**src/rtl/snek_dir_ctrl.sv**
```systemverilog
// Snake game input front end: synchronizes and debounces four buttons, filters
// illegal turns, queues up to two of them and commits one per game frame.
module snek_dir_ctrl #(
    parameter int DEBOUNCE_CYCLES = 250000
) (
    input  logic       clk,
    input  logic       rst,
    input  logic [3:0] buttons,
    input  logic       frame_tick,
    output logic [2:0] dir,
    output logic       turn_pulse,
    output logic [1:0] pending_count
);
    localparam int CW = $clog2(DEBOUNCE_CYCLES);
    localparam logic [CW-1:0] CNT_LAST = CW'(DEBOUNCE_CYCLES - 1);

    logic [3:0]    sync1;
    logic [3:0]    sync2;
    logic [3:0]    deb;
    logic [3:0]    deb_d;
    logic [3:0]    press;
    logic [CW-1:0] cnt [4];
    logic [2:0]    queue [2];

    logic [2:0] req;
    logic [2:0] ref_dir;
    logic [2:0] opp_dir;
    logic       accept;
    logic       pop;
    logic       push;

    always_ff @(posedge clk) begin
        if (!rst) begin
            sync1 <= '0;
            sync2 <= '0;
        end else begin
            sync1 <= buttons;
            sync2 <= sync1;
        end
    end

    // Per-button debounce; press is the registered rising edge of the debounced state.
    always_ff @(posedge clk) begin
        if (!rst) begin
            deb   <= '0;
            deb_d <= '0;
            press <= '0;
            for (int i = 0; i < 4; i++) cnt[i] <= '0;
        end else begin
            deb_d <= deb;
            press <= deb & ~deb_d;
            for (int i = 0; i < 4; i++) begin
                if (sync2[i] == deb[i]) begin
                    cnt[i] <= '0;
                end else if (cnt[i] == CNT_LAST) begin
                    cnt[i] <= '0;
                    deb[i] <= ~deb[i];
                end else begin
                    cnt[i] <= cnt[i] + 1'b1;
                end
            end
        end
    end

    always_comb begin
        req = 3'd0;
        if (press[0])      req = 3'd1;
        else if (press[1]) req = 3'd2;
        else if (press[2]) req = 3'd3;
        else if (press[3]) req = 3'd4;
    end

    always_comb begin
        ref_dir = dir;
        if (pending_count == 2'd2)      ref_dir = queue[1];
        else if (pending_count == 2'd1) ref_dir = queue[0];
    end

    // A stationary reference has no opposite, so every request passes.
    always_comb begin
        case (ref_dir)
            3'd1:    opp_dir = 3'd2;
            3'd2:    opp_dir = 3'd1;
            3'd3:    opp_dir = 3'd4;
            3'd4:    opp_dir = 3'd3;
            default: opp_dir = 3'd0;
        endcase
    end

    assign accept = (req != 3'd0) && (req != ref_dir) && (req != opp_dir);
    assign pop    = frame_tick && (pending_count != 2'd0);
    assign push   = accept && ((pending_count != 2'd2) || pop);

    always_ff @(posedge clk) begin
        if (!rst) begin
            queue[0]      <= 3'd0;
            queue[1]      <= 3'd0;
            dir           <= 3'd0;
            turn_pulse    <= 1'b0;
            pending_count <= 2'd0;
        end else begin
            turn_pulse <= pop;
            if (pop) begin
                dir      <= queue[0];
                queue[0] <= queue[1];
            end
            // Slot for the push is chosen from the occupancy left after any pop.
            if (push) begin
                if ((pending_count == 2'd0) || (pending_count == 2'd1 && pop)) queue[0] <= req;
                else                                                           queue[1] <= req;
            end
            if (push && !pop)      pending_count <= pending_count + 2'd1;
            else if (pop && !push) pending_count <= pending_count - 2'd1;
        end
    end
endmodule
```
**config.mk**
```make
export PLATFORM = sky130hd
export DESIGN_NAME = snek_dir_ctrl
export DESIGN_NICKNAME = d
export VERILOG_FILES = /design/src/rtl/snek_dir_ctrl.sv
export SDC_FILE = /design/constraint.sdc
export NUM_CORES = 1
export LEC_CHECK = 0
export CORE_ASPECT_RATIO = 1.4
export CORE_UTILIZATION = 30
export CTS_CLUSTER_SIZE = 28
export DETAILED_ROUTE_END_ITERATION = 7
export SYNTH_ARGS = -nofsm -noshare
export SYNTH_HDL_FRONTEND = slang
export SYNTH_SLANG_ARGS = --single-unit
```
**constraint.sdc**
```tcl
create_clock -name clk -period 4.97 [get_ports clk]
set_input_delay 0.7455 -clock clk [delete_from_list [all_inputs] [get_ports clk]]
set_output_delay 0.7455 -clock clk [all_outputs]
set_load 0.01 [all_outputs]
```
==> results.py, run 1 <==
metrics = {
    "global_route": {
        "grt_antenna_before_repair": 0,
        "grt_pass1_wl_um": 14880,
        "grtUsageTotal_pct": 10.42,
        "grt_start_max_net_pins": 25,
        "grt.overflow.total": 0,
        "first_global_vias": 3427,
    },
    "drt": {
        "antenna_left": 0,
        "wl_um": 8723,
        "detail_route.first_pass.iterations": 4,
        "drt_iter0_drc": 129,
        "via_count": 3572,
        "wl_per_cell_um": 10.73,
        "via_per_inst": 4.394,
        "drc_errors": 0,
    },
    "clock_network": {
        "cts-buffers-inserted": 9,
        "cts_setup_buffers": 0,
        "cts.htree.levels": 3,
        "ctsResizeCount": 0,
        "cts.path.max_buffers": 2,
        "cts.sinks": 104,
        "clkTransAtPathRegs_ns": 0.07,
        "insertion_delay_ns": 0.35,
        "hold_buffers": 0,
        "cts_tree": "yes",
        "cts_root_buffer": "clkbuf_16",
    },
    "hold_path": {
        "hp-class": "reg2reg",
    },
    "cells_and_area": {
        "fin_area_um2": 6136,
        "fin_cells": 813,
        "layout_common_cells": "nor2_1 (97), edfxtp_1 (78), conb_1 (72)",
        "diodes": 0,
        "fin_nets": 591,
        "drive_gt1_share_pct": 3.959,
        "area_delta_synth_final_pct": 17.40,
        "final_common_cell": "nor2_1",
        "utilization_pct": 36.34,
    },
    "sta": {
        "fin_ws_ns": 1.827,
        "relSlewSlack_pct": 45.58,
        "setup_viol": 0,
        "period_share_pct": 63.25,
        "holdWs_ns": 0.3818,
        "tns_ns": 0,
        "rsz0062_at_grt": "false",
        "hold_viol": 0,
        "finClkSkew_ns": 0.005459,
        "drv_slew": 0,
        "worstMarginPinSlew_ns": 0.8050,
        "min_period_ns": 3.143,
        "fmax_mhz": 318.1,
    },
    "flow_run": {
        "cap_violations": 0,
    },
    "logic_synthesis": {
        "synth_area_leader_cell": "edfxtp_1",
        "ys_warn_count": 0,
        "synth_ff_type": "edfxtp_1",
        "seq_area_frac_synth_pct": 54.78,
        "synthCells": 494,
        "synth-edff-count": 78,
        "syn-mean-instance-area_um2": 10.58,
        "synthTopCellsByArea": "edfxtp_1 (45%), dfxtp_1 (10%), nor2_1 (7.0%), xor2_1 (6.7%), xnor2_1 (5.2%)",
        "synth.distinct_cells": 48,
        "yosysTopAreaCellShare_pct": 44.82,
        "synthArstFlopShare_pct": 0,
        "syn_area_um2": 5226,
        "synth_seq_cells": 104,
    },
    "place": {
        "dp.cells": 797,
        "postPlaceCellArea_um2": 5847,
        "port_buffers": 12,
        "dp_hpwl_um": 6330,
        "gp_congestion": 0.7502,
        "dp_worst_setup_slack_ns": 1.452,
    },
    "floorplan": {
        "die_area_um2": 17960,
        "die_h_um": 158.2,
        "coreArea_um2": 16890,
        "io_pins": 13,
        "start_util_pct": 30.95,
        "fp.dieW_um": 113.6,
        "num_rows": 56,
    },
    "setup_path": {
        "cp-end-kind": "flip-flop",
        "path_max_fanout": 10,
        "required_ns": 4.97,
        "cp-start-kind": "primary input",
        "worstSetupPathType": "in2reg",
        "arrival_ns": 3.14,
    },
    "status": {
        "status": "completed",
    },
    "pwr": {
        "finalPower_mw": 1.914,
        "clkPwrFrac_pct": 35.7,
        "p_seq_share_pct": 53.0,
        "intPower_mw": 1.454,
        "power_density_nw_per_um2": 312.0,
        "p_sw_mw": 0.4598,
        "swShare_pct": 24.02,
        "combPwrFrac_pct": 11.3,
        "leakagePower_nw": 2.146,
        "ir_worst_vdd_v": 0.0001625,
    },
}
## final timing paths
path,from,endpoint,slack [ns],cells past startpoint
worst max-delay path,frame_tick,queue[0][5],1.83,8
worst min-delay path,deb_d[2],press[2],0.38,1
worst max register to register,pending_count[0],pending_count[1],2.02,13
worst min register to register,deb_d[2],press[2],0.38,1
## power by group through the flow
| stage | combinational (mW) | sequential (mW) | clock (mW) |
|---|---|---|---|
| global route | 0.243 | 1.02 | 0.729 |
| floorplan | 0.166 | 1.03 | 0 |
| CTS | 0.217 | 1.01 | 0.706 |
| finish | 0.217 | 1.01 | 0.684 |
| detailed placement | 0.217 | 1.03 | 0 |
| global placement | 0.213 | 1.03 | 0 |
## routing by layer
| layer | up-vias | track usage (%) | routed length, µm | share of wire [%] |
|---|---|---|---|---|
| met5 | - | 0 | 0 | 0 |
| met4 | 0 | 5.326 | 179 | 2.1 |
| met3 | 15 | 2.489 | 237 | 2.7 |
| met2 | 37 | 18.29 | 4354 | 50 |
| met1 | 1691 | 11.71 | 3951 | 45 |
| li1 | 1829 | - | - | - |
## final cells by class
class	count	area (µm²)
Clock buffer	14	275.3
Clock inverter	2	13.76
Fill cell	1702	10750
Inverter	16	60.06
Multi-Input combinational cell	432	2506
Sequential cell	104	2863
Tap cell	232	290.3
Timing Repair Buffer	13	127.6
## cell families after synthesis
kind of cell             share of synthesized area (%)
AO/OA/AOI/OAI                                    4.573
XOR/XNOR                                         11.90
adder cells (fa/ha/maj)                          1.915
buffers and inverters                            2.370
flip-flops                                       54.78
multiplexers                                     2.370
other                                          0.07175
AND/OR/NAND/NOR                                  22.03
## flip-flops by register name, summed over array words and instances, names as in the netlist
signal and cells:
cnt 72, sync2 4, sync1 4, press 4, deb_d 4, queue 6
dir 3, deb 4, pending_count 2, turn_pulse 1
## Yosys cell counts, types with 5 or more instances
master / instances
a211oi_1: 5
a21oi_1: 8
and2_1: 12
and4_1: 5
clkbuf_1: 8
dfxtp_1: 26
edfxtp_1: 78
ha_1: 8
inv_1: 15
mux2i_1: 5
nand2_1: 36
nand3_1: 34
nand4_1: 13
nor2_1: 97
nor2b_1: 7
nor3_1: 9
nor4_1: 5
nor4b_1: 7
or3_1: 6
xnor2_1: 31
xor2_1: 40
## worst max-delay path: stages
cell and delay (ns):
clkdlybuf4s50_1 0.49, nor2b_1 0.41, inv_2 0.21, a22oi_1 0.18, o41ai_1 0.09, a31o_1 0.22
or2_1 0.37, o21ai_0 0.42
(Power assumes the default switching activity.)
==> run 2: changes to the inputs <==
clock period = 3 ns   (was 4.97 ns; I/O delays follow)
==> run 2 against run 1 <==
Register-to-register slack got worse by 1.8 ns. Final cell count up 0.62%. Design area up 0.86%. Via count about the same. Critical path depth up 4. Clock-buffer cell count down 3. Non-clock buffer count up 5. Routed wire length is 1.7% higher. Setup slack got worse by 1.6 ns. Sequential cell count unchanged. Combinational power grew 78%.
==> results.py, run 2 (synthesized netlist as in run 1, its figures left out) <==
metrics = {
    "sta": {
        "rsz0062_at_grt": "false",
        "fmax_mhz": 362.1,
        "period_share_pct": 92.06,
        "drv_slew": 0,
        "worstMarginPinSlew_ns": 0.7774,
        "finClkSkew_ns": 0.003936,
        "relSlewSlack_pct": 47.44,
        "setup_viol": 0,
        "tns_ns": 0,
        "fin_ws_ns": 0.2381,
        "min_period_ns": 2.762,
        "hold_viol": 0,
    },
    "drt": {
        "drt_iter0_drc": 95,
        "wl_per_cell_um": 10.84,
        "drc_errors": 0,
        "wl_um": 8869,
        "detail_route.first_pass.iterations": 4,
        "antenna_left": 0,
        "via_count": 3570,
        "via_per_inst": 4.364,
    },
    "global_route": {
        "use_met1_pct": 12.14,
        "grt_antenna_before_repair": 0,
        "grtUsageTotal_pct": 10.63,
        "grt_use_met3_pct": 1.876,
        "grt_pass1_wl_um": 15390,
        "gr-usage-met2_pct": 18.70,
        "grt.overflow.total": 0,
        "grt_start_max_net_pins": 24,
        "first_global_vias": 3463,
        "gr-max-usage-layer": "met2",
    },
    "clock_network": {
        "clkTransAtPathRegs_ns": 0.07,
        "cts_root_buffer": "clkbuf_16",
        "cts_tree": "yes",
        "insertion_delay_ns": 0.34,
        "cts.path.max_buffers": 2,
        "cts.sinks": 104,
        "cts-buffers-inserted": 9,
        "cts.htree.levels": 3,
        "cts_setup_buffers": 0,
    },
    "setup_path": {
        "cp-end-kind": "flip-flop",
        "path_max_fanout": 9,
        "required_ns": 3.24,
        "worstSetupPathType": "reg2reg",
        "cp-start-kind": "flip-flop",
        "critPathMostFrequentCell": "inv_1",
        "r2r_cells": 12,
        "r2r-start": "pending_count[0]",
        "cpLargestDelayFamily": "multiplexers",
        "path_buf_inv": 3,
        "rr_endpoint": "pending_count[1]",
        "r2r_slack_ns": 0.24,
        "arrival_ns": 3.00,
        "worstPathCellList": "inv_1, ha_1, inv_1, mux2i_4, mux2_1, o22ai_2, or2_4, inv_1, ha_1, nor2_1, a21oi_1, nor2_1",
        "critPathSlowestCell": "dfxtp_1",
        "slowest_delay_ns": 0.39,
    },
    "floorplan": {
        "coreArea_um2": 16890,
        "start_util_pct": 30.95,
        "num_rows": 56,
        "die_h_um": 158.2,
        "fp.dieW_um": 113.6,
        "die_area_um2": 17960,
        "io_pins": 13,
    },
    "cells_and_area": {
        "reg.largest.list": "cnt (72), queue (6)",
        "layout_common_cells": "nor2_1 (97), edfxtp_1 (78), conb_1 (72)",
        "diodes": 0,
        "area_delta_synth_final_pct": 18.41,
        "fin_area_um2": 6188,
        "fin_nets": 596,
        "drive_gt1_share_pct": 5.631,
        "final_common_cell": "nor2_1",
        "regMostFlops": "cnt",
        "largest_reg_flops": 72,
    },
    "pwr": {
        "combPwrFrac_pct": 12.0,
        "swShare_pct": 25.28,
        "p_sw_mw": 0.8123,
        "finalPower_mw": 3.213,
        "ir_worst_vdd_v": 0.0002285,
        "intPower_mw": 2.401,
        "leakagePower_nw": 2.176,
        "p_seq_share_pct": 52.3,
        "clkPwrFrac_pct": 35.7,
        "power_density_nw_per_um2": 519.2,
    },
    "place": {
        "dp_worst_setup_slack_ns": 0.2034,
        "gp_congestion": 0.7810,
        "postPlaceCellArea_um2": 5884,
        "dp_hpwl_um": 6517,
        "port_buffers": 12,
    },
    "status": {
        "status": "completed",
    },
    "flow_run": {
        "cap_violations": 0,
    },
    "hold_path": {
        "hold_end": "press[1]",
        "whs_path_depth": 1,
        "min_from": "deb_d[1]",
        "hp-class": "reg2reg",
    },
}
[run 2: cell types whose count changed in the layout (fill, tap and decap cells not counted), sizes merged]
cell / change
clkbuf: -3
buf: +5
inv: +3
[run 2: worst max path at each step]
stage	from	endpoint	slack (ns)	cells after the start
after floorplan	pending_count[0]	pending_count[1]	0.33	14
after global placement	pending_count[0]	pending_count[1]	0.28	12
after detailed placement	pending_count[0]	pending_count[1]	0.20	12
after CTS	pending_count[0]	pending_count[1]	0.18	12
after global routing	pending_count[0]	pending_count[1]	0.03	12
final	pending_count[0]	pending_count[1]	0.24	12
[run 2: repair_timing]
action,4_1_cts,5_1_grt
hold buffers,0,0
gates resized for setup,0,3
endpoints found under the setup margin,0,2
[run 2: metal layers]
layer	wire length (µm)	up-vias
met5	0	-
met4	192	0
met3	222	13
met2	4483	41
met1	3970	1684
li1	-	1832
[run 2: area by class of cell]
cell class | instances | area [µm²]
multi-input cells | 432 | 2520
inverters | 16 | 60.06
clock inverters | 5 | 37.54
well taps | 232 | 290.3
repair buffers | 18 | 165.2
clock buffers | 11 | 252.7
fillers | 1701 | 10700
flip-flops and latches | 104 | 2863
[run 2: power by group through the flow]
stage / Combinational [mW] / Sequential [mW] / Clock, mW
CTS: 0.376 / 1.68 / 1.17
global placement: 0.361 / 1.71 / 0
finish: 0.387 / 1.68 / 1.15
detailed placement: 0.373 / 1.71 / 0
floorplan: 0.275 / 1.70 / 0
global route: 0.431 / 1.69 / 1.22
[run 2: metrics by stage]
step / util (%) / hold WS, ns / instances
floorplan: - / 0.3674 / 565
global placement: 34.85 / 0.3727 / 802
detailed placement: 34.85 / 0.3781 / 802
CTS: 36.57 / 0.3880 / 818
global route: 36.65 / 0.4031 / 818
finish: 36.65 / 0.3858 / 818
==> run 3: changes to the inputs <==
CAP_MARGIN = 20   (was default)
CORE_MARGIN = 3   (was default)
==> run 3 against run 2 <==
Hold slack got worse by 0.0025 ns. Clock-buffer cell count is the same. Die area up 6.1%. Routed wire length grew 0.95%. Clock power down 4%. Via count hardly changed. Non-clock buffer count shrank 1.
==> results.py, run 3 (synthesized netlist as in run 1, its figures left out) <==
metrics = {
    "clock_network": {
        "cts-buffers-inserted": 9,
        "cts_root_buffer": "clkbuf_16",
        "cts.htree.levels": 3,
        "clkTransAtPathRegs_ns": 0.07,
        "insertion_delay_ns": 0.35,
        "cts_tree": "yes",
        "cts.sinks": 104,
        "cts.path.max_buffers": 2,
        "hold_buffers": 0,
    },
    "pwr": {
        "combPwrFrac_pct": 11.8,
        "intPower_mw": 2.367,
        "p_seq_share_pct": 53.2,
        "leakagePower_nw": 2.165,
        "ir_worst_vdd_v": 0.0003653,
        "power_density_nw_per_um2": 513.2,
        "swShare_pct": 25.05,
        "p_sw_mw": 0.7910,
        "clkPwrFrac_pct": 35.0,
    },
    "sta": {
        "fmax_mhz": 365.7,
        "period_share_pct": 91.16,
        "relSlewSlack_pct": 45.25,
        "drv_slew": 0,
        "setup_viol": 0,
        "worstMarginPinSlew_ns": 0.8099,
        "rsz0062_at_grt": "false",
        "tns_ns": 0,
        "min_period_ns": 2.735,
        "hold_viol": 0,
        "finClkSkew_ns": 0.01039,
    },
    "global_route": {
        "use_met1_pct": 12.04,
        "grt_antenna_before_repair": 0,
        "gr-max-usage-layer": "met2",
        "gr-usage-met2_pct": 17.82,
        "first_global_vias": 3622,
        "grtUsageTotal_pct": 10.21,
        "grt_use_met3_pct": 1.846,
        "grt.overflow.total": 0,
        "grt_start_max_net_pins": 24,
        "grt_pass1_wl_um": 16240,
    },
    "hold_path": {
        "hp-class": "reg2reg",
    },
    "floorplan": {
        "num_rows": 56,
        "io_pins": 13,
        "start_util_pct": 30.82,
        "fp.dieW_um": 117.6,
        "die_area_um2": 19060,
        "coreArea_um2": 16960,
        "die_h_um": 162.2,
    },
    "setup_path": {
        "worstPathCellList": "inv_1, ha_1, inv_1, mux2i_4, xor2_1, a31o_1, or2_4, o21ai_0",
        "worstSetupPathType": "reg2reg",
        "cp-start-kind": "flip-flop",
        "path_max_fanout": 9,
        "r2r_slack_ns": 0.27,
        "critPathLaunch": "pending_count[0]",
        "required_ns": 2.99,
        "cp-end-kind": "flip-flop",
        "cp-endpoint": "queue[0][4]",
        "arrival_ns": 2.72,
        "rr_endpoint": "queue[0][4]",
        "critPathSlowestCell": "o21ai_0",
        "slowest_delay_ns": 0.42,
        "r2r-start": "pending_count[0]",
        "r2r_cells": 8,
        "critPathMostFrequentCell": "inv_1",
    },
    "drt": {
        "detail_route.first_pass.iterations": 4,
        "via_per_inst": 4.366,
        "drc_errors": 0,
        "antenna_left": 0,
        "wl_per_cell_um": 10.96,
        "wl_um": 8953,
        "via_count": 3567,
        "drt_iter0_drc": 117,
    },
    "cells_and_area": {
        "fin_nets": 595,
        "reg.largest.list": "cnt (72), queue (6)",
        "diodes": 0,
        "layout_common_cells": "nor2_1 (97), edfxtp_1 (78), conb_1 (72)",
        "drive_gt1_share_pct": 5.128,
        "nFillCells": 1761,
        "regMostFlops": "cnt",
        "largest_reg_flops": 72,
        "fin_area_um2": 6153,
        "area_delta_synth_final_pct": 17.74,
        "final_common_cell": "nor2_1",
    },
    "place": {
        "dp_hpwl_um": 6624,
        "port_buffers": 12,
        "postPlaceCellArea_um2": 5877,
        "gp_congestion": 0.7895,
    },
    "flow_run": {
        "cap_violations": 0,
    },
    "status": {
        "status": "completed",
    },
}
## run 3: changes by cell type in the layout (fill, tap and decap cells not counted), sizes merged
| cell | delta |
|---|---|
| buf | -1 |
| clkinv | +1 |
| inv | -1 |
## run 3: worst min-delay path by stage
stage | startpoint | endpoint | slack (ns) | cells past startpoint
global placement | deb_d[2] | press[2] | 0.37 | 1
finish | deb_d[2] | press[2] | 0.38 | 1
global route | deb_d[1] | press[1] | 0.41 | 1
CTS | deb_d[2] | press[2] | 0.38 | 1
floorplan | deb_d[0] | press[0] | 0.37 | 1
detailed placement | deb_d[2] | press[2] | 0.37 | 1
## run 3: critical path, delay by kind of cell (launching register included)
kind | cells | cell delay, ns
AOI/OAI and AO/OA | 2 | 0.68
xor gates and xnor gates | 1 | 0.10
adders and majority gates | 1 | 0.30
buffers and inverters | 2 | 0.29
DFF | 1 | 0.40
muxes | 1 | 0.32
and+or+nand+nor | 1 | 0.29
## run 3: cell type report
cell class              count  area, µm²  share of cell area, %
well taps                 232      290.3                  4.717
clock inverters             5      31.28                 0.5083
multi-input cells         432       2509                  40.77
flip-flops and latches    104       2863                  46.52
clock buffers              11      242.7                  3.945
inverters                  16      60.06                 0.9760
repair buffers             17      157.7                  2.562
## run 3: through the flow
step / setup slack (ns) / cells / hold slack (ns) / total power, mW / utilization [%]
5_1_grt: 0.05078 / 817 / 0.4072 / 3.305 / 36.29
3_3_place_gp: 0.2924 / 801 / 0.3732 / 2.067 / 34.66
4_1_cts: 0.1789 / 817 / 0.3842 / 3.194 / 36.28
3_5_place_dp: 0.1867 / 801 / 0.3746 / 2.082 / 34.66
6_report: 0.2653 / 817 / 0.3833 / 3.158 / 36.29
2_1_floorplan: 0.3271 / 565 / 0.3674 / 1.976 / -
## run 3: power groups by stage
stage	clock network (mW)	registers [mW]	logic, mW
2_1_floorplan	0	1.70	0.275
3_3_place_gp	0	1.71	0.359
3_5_place_dp	0	1.71	0.368
4_1_cts	1.14	1.68	0.371
5_1_grt	1.19	1.69	0.419
6_report	1.10	1.68	0.373
## run 3: metal layers
metal / share of wire [%] / vias to the layer above
met5: 0 / -
met4: 2.4 / 0
li1: - / 1832
met2: 50 / 29
met1: 46 / 1690
met3: 2.2 / 16
## run 3: repair_timing
item / CTS / global route
endpoints found under the setup margin: 0 / 5
gates resized for setup: 0 / 1
buffers inserted: 0 / 0
